`config.mk`:
```
export PLATFORM = sky130hd
export DESIGN_NAME = fifo_param
export DESIGN_NICKNAME = d
export VERILOG_FILES = /design/src/rtl/fifo_param.sv
export SDC_FILE = /design/constraint.sdc
export NUM_CORES = 1
export LEC_CHECK = 0
export BUFFER_PORTS_ARGS = -buffer_cell sky130_fd_sc_hd__buf_2
export CAP_MARGIN = 0
export CORE_MARGIN = 5
export CORE_UTILIZATION = 55
export CTS_CLUSTER_SIZE = 8
export DETAILED_ROUTE_END_ITERATION = 10
export GPL_TIMING_DRIVEN = 0
export PLACE_DENSITY = 0.74
export REMOVE_ABC_BUFFERS = 1
export SYNTH_ARGS = -nofsm -noshare
export SYNTH_HDL_FRONTEND = slang
export SYNTH_SLANG_ARGS = --single-unit
export TNS_END_PERCENT = 20
```
`constraint.sdc`:
```
create_clock -name clk -period 6 [get_ports clk]
set_input_delay 1.2 -clock clk [delete_from_list [all_inputs] [get_ports clk]]
set_output_delay 1.2 -clock clk [all_outputs]
set_load 0.02 [all_outputs]
```
`src/rtl/fifo_param.sv`:
```
// Parametrised single-clock FIFO with registered read data, occupancy counter,
// almost-full/almost-empty thresholds, sticky error flags and synchronous flush.
module fifo_param #(
    parameter int WIDTH    = 32,
    parameter int DEPTH    = 8,
    parameter int AF_LEVEL = DEPTH - 2,
    parameter int AE_LEVEL = 2
) (
    input  logic                       clk,
    input  logic                       rst,
    input  logic                       en,
    input  logic                       flush,
    input  logic                       wr,
    input  logic [WIDTH-1:0]           dataIn,
    input  logic                       rd,
    input  logic                       clr_err,
    output logic [WIDTH-1:0]           dataOut,
    output logic                       rd_valid,
    output logic                       FULL,
    output logic                       EMPTY,
    output logic                       ALMOST_FULL,
    output logic                       ALMOST_EMPTY,
    output logic [$clog2(DEPTH+1)-1:0] count,
    output logic                       overflow,
    output logic                       underflow
);

    localparam int PW = $clog2(DEPTH);
    localparam int CW = $clog2(DEPTH + 1);

    logic [WIDTH-1:0] mem_q [DEPTH];

    logic [PW-1:0]    rd_ptr_q,    rd_ptr_d;
    logic [PW-1:0]    wr_ptr_q,    wr_ptr_d;
    logic [CW-1:0]    count_q,     count_d;
    logic [WIDTH-1:0] data_out_q,  data_out_d;
    logic             rd_valid_q,  rd_valid_d;
    logic             overflow_q,  overflow_d;
    logic             underflow_q, underflow_d;

    logic active;
    logic rd_acc;
    logic wr_acc;
    logic full;
    logic empty;

    // Flags decode only registered state, so they never glitch on input changes.
    assign full  = (count_q == CW'(DEPTH));
    assign empty = (count_q == '0);

    assign active = en && !flush;
    assign rd_acc = active && rd && !empty;
    assign wr_acc = active && wr && (!full || rd_acc);

    always_comb begin
        rd_ptr_d    = rd_ptr_q;
        wr_ptr_d    = wr_ptr_q;
        count_d     = count_q;
        data_out_d  = data_out_q;
        rd_valid_d  = 1'b0;
        overflow_d  = overflow_q;
        underflow_d = underflow_q;

        if (flush) begin
            rd_ptr_d = '0;
            wr_ptr_d = '0;
            count_d  = '0;
        end else begin
            if (rd_acc) begin
                data_out_d = mem_q[rd_ptr_q];
                rd_ptr_d   = rd_ptr_q + PW'(1);
                rd_valid_d = 1'b1;
            end
            if (wr_acc) begin
                wr_ptr_d = wr_ptr_q + PW'(1);
            end
            case ({wr_acc, rd_acc})
                2'b10:   count_d = count_q + CW'(1);
                2'b01:   count_d = count_q - CW'(1);
                default: count_d = count_q;
            endcase
        end

        // A new error in the same cycle as clr_err must survive the clear.
        if (clr_err) begin
            overflow_d  = 1'b0;
            underflow_d = 1'b0;
        end
        if (active && wr && !wr_acc) begin
            overflow_d = 1'b1;
        end
        if (active && rd && !rd_acc) begin
            underflow_d = 1'b1;
        end
    end

    always_ff @(posedge clk or negedge rst) begin
        if (!rst) begin
            rd_ptr_q    <= '0;
            wr_ptr_q    <= '0;
            count_q     <= '0;
            data_out_q  <= '0;
            rd_valid_q  <= 1'b0;
            overflow_q  <= 1'b0;
            underflow_q <= 1'b0;
        end else begin
            rd_ptr_q    <= rd_ptr_d;
            wr_ptr_q    <= wr_ptr_d;
            count_q     <= count_d;
            data_out_q  <= data_out_d;
            rd_valid_q  <= rd_valid_d;
            overflow_q  <= overflow_d;
            underflow_q <= underflow_d;
        end
    end

    // Storage is deliberately left out of reset.
    always_ff @(posedge clk) begin
        if (wr_acc) begin
            mem_q[wr_ptr_q] <= dataIn;
        end
    end

    assign dataOut      = data_out_q;
    assign rd_valid     = rd_valid_q;
    assign FULL         = full;
    assign EMPTY        = empty;
    assign ALMOST_FULL  = (count_q >= CW'(AF_LEVEL));
    assign ALMOST_EMPTY = (count_q <= CW'(AE_LEVEL));
    assign count        = count_q;
    assign overflow     = overflow_q;
    assign underflow    = underflow_q;

endmodule

```
# Word-level counts from Yosys, hierarchy flattened
# Memories as Yosys holds them, arrays and structs flattened. A register that Yosys moved wholly into a read port is not among the register bits.
# Cells that the tools add are included.
[word_totals]
in_bits = 39
ramBits = 256
regBits = 13
out_inout_bits = 43
word_cells = 51
n_memories = 1
[op_classes]
n_reduce_logical = 21
magnitude_cmp = 2
bitwise_logic = 1
addsub = 4
muxes = 13
eq_ne = 3
[memory_table]
columns = ["memory", "words", "width", "read_ports", "rd_clocked_by_memory_dff", "wr", "line_no", "text"]
rows = [
  ["mem_q", 8, 32, 1, 1, 1, "31", "logic [WIDTH-1:0] mem_q [DEPTH];"],
]
[ops]
columns = ["cell", "n"]
rows = [
  ["$mux W3", 4],
  ["$pmux W4 S2", 1],
  ["$reduce_bool A2 Y1", 4],
  ["$logic_and A1 B1 Y1", 7],
  ["$mux W1", 7],
  ["$add A3 B1 Y3 const B", 2],
  ["$logic_not A1 Y1", 6],
  ["$add A4 B1 Y4 const B", 1],
  ["$eq A4 B4 Y1 const B", 1],
  ["$ge A4 B3 Y1 const B", 1],
  ["$le A4 B2 Y1 const B", 1],
  ["$logic_not A4 Y1", 1],
  ["$mux W4", 1],
  ["$sub A4 B1 Y4 const B", 1],
  ["$reduce_bool A3 Y1", 1],
  ["$eq A2 B1 Y1 const B", 1],
  ["$eq A2 B2 Y1 const B", 1],
  ["$reduce_and A2 Y1", 1],
  ["$logic_or A1 B1 Y1", 1],
  ["$not A1 Y1", 1],
]

# Logic depth before layout (Yosys ltp)
[logic_depth]
word_depth = 9
mapped_depth = 11
ltp_nobuf = 8

# Least setup slack after synthesis
# OpenSTA, ideal clock, no wires.
[synth_timing]
path_type = "input to register"
start = "in en"
end = "mem mem_q[0][0], enable pin"
arrival_ps = 4830
path_slack_ps = 668
stages = 3
cell_sequence = "nor2b_1 o211ai_4 nor4_1"
[synth_between]
elab_chain_len = 7
elab_cells_between_ends = 8
[synth_rtl]
columns = ["item", "line_no", "text"]
rows = [
  ["start: declaration", "11", "input logic en,"],
  ["$logic_and A1 B1 Y1 (*)", "51", "assign active = en && !flush;"],
  ["$logic_and A1 B1 Y1 (2 in series)", "52", "assign rd_acc = active && rd && !empty;"],
  ["$logic_or A1 B1 Y1", "53", "assign wr_acc = active && wr && (!full || rd_acc);"],
  ["$logic_and A1 B1 Y1 (*)", "53", ""],
  ["$mux W1 (*)", "119", "if (wr_acc) begin"],
  ["$mux W1 (not written as such) (*)", "120", "mem_q[wr_ptr_q] <= dataIn;"],
  ["end: declaration", "31", ""],
]
# Every way passes the cells marked *; elsewhere a longest branch is shown, timed or not.

# Worst setup path in the final report
[layout_timing]
start = "in flush"
end = "reg count_q[3], in the netlist count[3]"
[layout_between]
elab_chain_len = 9
elab_cells_between_ends = 12
[layout_rtl]
columns = ["item", "line_no", "text"]
rows = [
  ["start: declaration", "12", "input logic flush,"],
  ["$logic_not A1 Y1", "51", ""],
  ["$logic_and A1 B1 Y1", "51", ""],
  ["$logic_and A1 B1 Y1 (2 in series)", "52", ""],
  ["$logic_or A1 B1 Y1", "53", ""],
  ["$logic_and A1 B1 Y1", "53", ""],
  ["$eq A2 B1 Y1 / $eq A2 B2 Y1 (equally long branches)", "77", "case ({wr_acc, rd_acc})"],
  ["$pmux W4 S2", "77", ""],
  ["$mux W4", "64", "if (flush) begin"],
  ["end signal: assignment", "109", "count_q <= count_d;"],
  ["end: declaration", "35", "logic [CW-1:0] count_q, count_d;"],
]
# Parallel ways exist; a longest one is shown, timed or not.
# A chain may end at the register's enable or synchronous reset.

==> flow_summary.json <==
{
  "status": "finished, final reports clean",
  "grt_pass1_wl_um": 36760,
  "max_cap_viol_count": 0,
  "finalPower_uw": 5155,
  "end_kind": "flip-flop",
  "place.gp.congestion": 0.7788,
  "ys_ff_latch": 301,
  "first_pass_iters": 5,
  "hold_viol": 0,
  "hold_slack_ns": 0.5189,
  "cts_resized": 0,
  "cts_htree_levels": 2,
  "final_core_utilization_pct": 66.22,
  "drcViolationCount": 0,
  "fmax_mhz": 267.6,
  "hold_buffers": 0,
  "die_y_um": 154.6,
  "rows": 53,
  "synthCells": 564,
  "n_fill_cell": 1384,
  "portBuffers": 81,
  "synthTopCellsByArea": "edfxtp_1 (67%), mux4_2 (13%), dfrtp_1 (9.8%)",
  "ys_types": 38,
  "wirelength_um": 23410,
  "ios": 82,
  "first_iter_violations": 376,
  "dr_total_vias": 5773,
  "worst_ep_required_time_ns": 6.39,
  "setup_ws_ns": 2.263,
  "rsz0062_at_grt": "no",
  "core_mm2": 0.02082,
  "cpPeakStageDelay_ns": 0.79,
  "clockBufferDepth": 3,
  "antenna_found_initial": 2,
  "synth_edf_count": 256,
  "tightest_slew_ns": 1.141,
  "avgSynthCellArea_um2": 20.40,
  "path_cells": "buf_2 -> nor2b_1 -> and2_2 -> nor2b_1 -> ha_1 -> a21oi_1 -> nand2_1 -> o22ai_2 -> mux2_4",
  "crit_path_start_kind": "input pin",
  "path_max_fanout": 41,
  "synth_flop_cell": "edfxtp_1",
  "dieArea_mm2": 0.02391,
  "dp_hpwl_um": 13860,
  "yosysWarnings": 0,
  "clock_sinks": 301,
  "yosys.area.top_type": "edfxtp_1",
  "wl_per_cell_um": 23.48,
  "ir_worst_vdd_mv": 0.2793,
  "critPathSlowestCell": "and2_2",
  "path_common_cell": "nor2b_1",
  "finalSetupViolCount": 0,
  "numCtsBuffers": 43,
  "ys_seq_area_share_pct": 76.61,
  "cts_tree": "yes",
  "synthArstFlopShare_pct": 14.95,
  "min_period_ns": 3.737,
  "pre_cts_ws_ns": 1.738,
  "slew_viol_final": 0,
  "postCtsSetupBuffers": 0,
  "drive_above_1_share_pct": 32.59,
  "first_global_vias": 6301,
  "fin_nets": 732,
  "p_leak_uw": 0.004636,
  "grt_overflow_total": 0,
  "grt_max_degree": 46,
  "die-width_um": 154.6,
  "start_util_pct": 55.25,
  "clk_pin_slew_ns": 0.05,
  "cp_top_family": "simple AND/OR/NAND/NOR gates",
  "worstSkewPairLatency_ns": 0.52,
  "slew_headroom_pct": 23.29,
  "clock_skew_ns": 0.01016,
  "critical_path_class": "input pin to flip-flop",
  "synthToLayoutAreaGrowth_pct": 19.86,
  "final_antenna_net_count": 0,
  "via_per_inst": 5.790,
  "path_buf_inv": 1,
  "fin_crit_sh_pct": 62.28,
  "hp-class": "flip-flop to flip-flop",
  "power_density_mw_per_mm2": 373.8,
  "tns_ns": 0,
  "worstPathArrival_ns": 4.13,
  "synth_area_mm2": 0.01150,
  "cts_root_buf": "clkbuf_16",
  "yosys.area.top_type_share_pct": 66.82,
  "grtUsageTotal_pct": 20.48
}
power breakdown:
part | internal, uW | leakage [uW] | switching (uW)
registers | 2400 | 0.00284 | 78.0
logic | 192 | 0.00122 | 325
clock network | 1340 | 0.000577 | 824
placed cells by master (no fill, tap or decap), types with 2 or more instances in the layout:
cell and instances:
buf_4 6, mux4_2 64, inv_1 4, nand2b_1 2, dfrtp_4 2, a21o_1 3
nor3_2 4, nand3_1 6, or2_1 2, nor2_4 3, xnor2_1 2, nor3_1 2
dfrtp_1 42, buf_12 5, a21oi_1 36, xor2_1 3, mux2i_1 35, clkbuf_16 43
nor2b_1 3, buf_16 2, buf_8 3, clkbuf_1 33, ha_1 4, buf_2 80
nor2_1 39, nor4_2 2, nand3b_1 2, nand2_1 2, edfxtp_1 256, buf_6 13
sequential cells by signal, indices dropped and copies added (netlist names):
name       cells
count          4
dataOut       32
mem_q        256
overflow       1
rd_ptr_q       3
rd_valid       1
underflow      1
wr_ptr_q       3
cell usage after synthesis (2+ instances only):
master	n
a21o_1	3
a21oi_1	36
buf_1	7
buf_2	11
clkbuf_1	12
dfrtp_1	45
edfxtp_1	256
ha_1	4
inv_1	4
mux2i_1	35
mux4_2	64
nand2_1	2
nand2b_1	2
nand3_1	6
nand3b_1	2
nor2_1	42
nor2b_1	3
nor3_1	6
or2_1	2
xnor2_1	2
xor2_1	3
kinds of logic after synthesis:
group / share of synthesized area [%]
flip-flops: 76.61
multiplexers: 15.80
AND/OR/NAND/NOR: 2.936
AO/OA/AOI/OAI: 2.436
buffers and inverters: 1.229
XOR/XNOR: 0.3807
adder cells (fa/ha/maj): 0.6091
path summary, 6_finish.rpt:
check	slack, ns	endpoint	from	cells past startpoint
setup / recovery	2.26	count[3]	flush	9
hold / removal	0.52	dataOut[25]	dataOut[25]	2
setup reg to reg	2.91	count[3]	count[1]	8
hold reg to reg	0.52	dataOut[25]	dataOut[25]	2
max in group asynchronous	4.72	rd_ptr_q[1]	rst	1
min in group asynchronous	0.74	dataOut[7]	rst	1
layer usage:
layer	wire, um	vias to the layer above	global-route usage [%]
met4	427	4	6.056
met5	25	-	0
li1	-	2534	-
met3	1574	49	4.477
met1	9750	2984	28.34
met2	11630	202	33.36
final cells by class:
class / count / area (um2) / area share, %
repair buffers: 109 / 792.0 / 5.744
flip-flops and latches: 301 / 8822 / 63.98
clock buffers: 76 / 1200 / 8.702
diodes: 1 / 2.502 / 0.01815
clock inverters: 2 / 13.76 / 0.09981
well taps: 275 / 344.1 / 2.495
multi-input cells: 229 / 2600 / 18.85
inverters: 4 / 15.01 / 0.1089
per-stage QoR:
step / cells / area [um2]
after floorplan: 534 / 11380
final: 997 / 13790
after CTS: 996 / 13780
after global routing: 996 / 13790
after global placement: 890 / 12130
after detailed placement: 918 / 12570
worst min-delay path, delay by kind of cell, from the launching register on:
family          cells  cell delay, ns
compound gates      1            0.10
flops               1            0.33
simple gates        1            0.04
No activity file was read; power rests on OpenSTA's default activity.
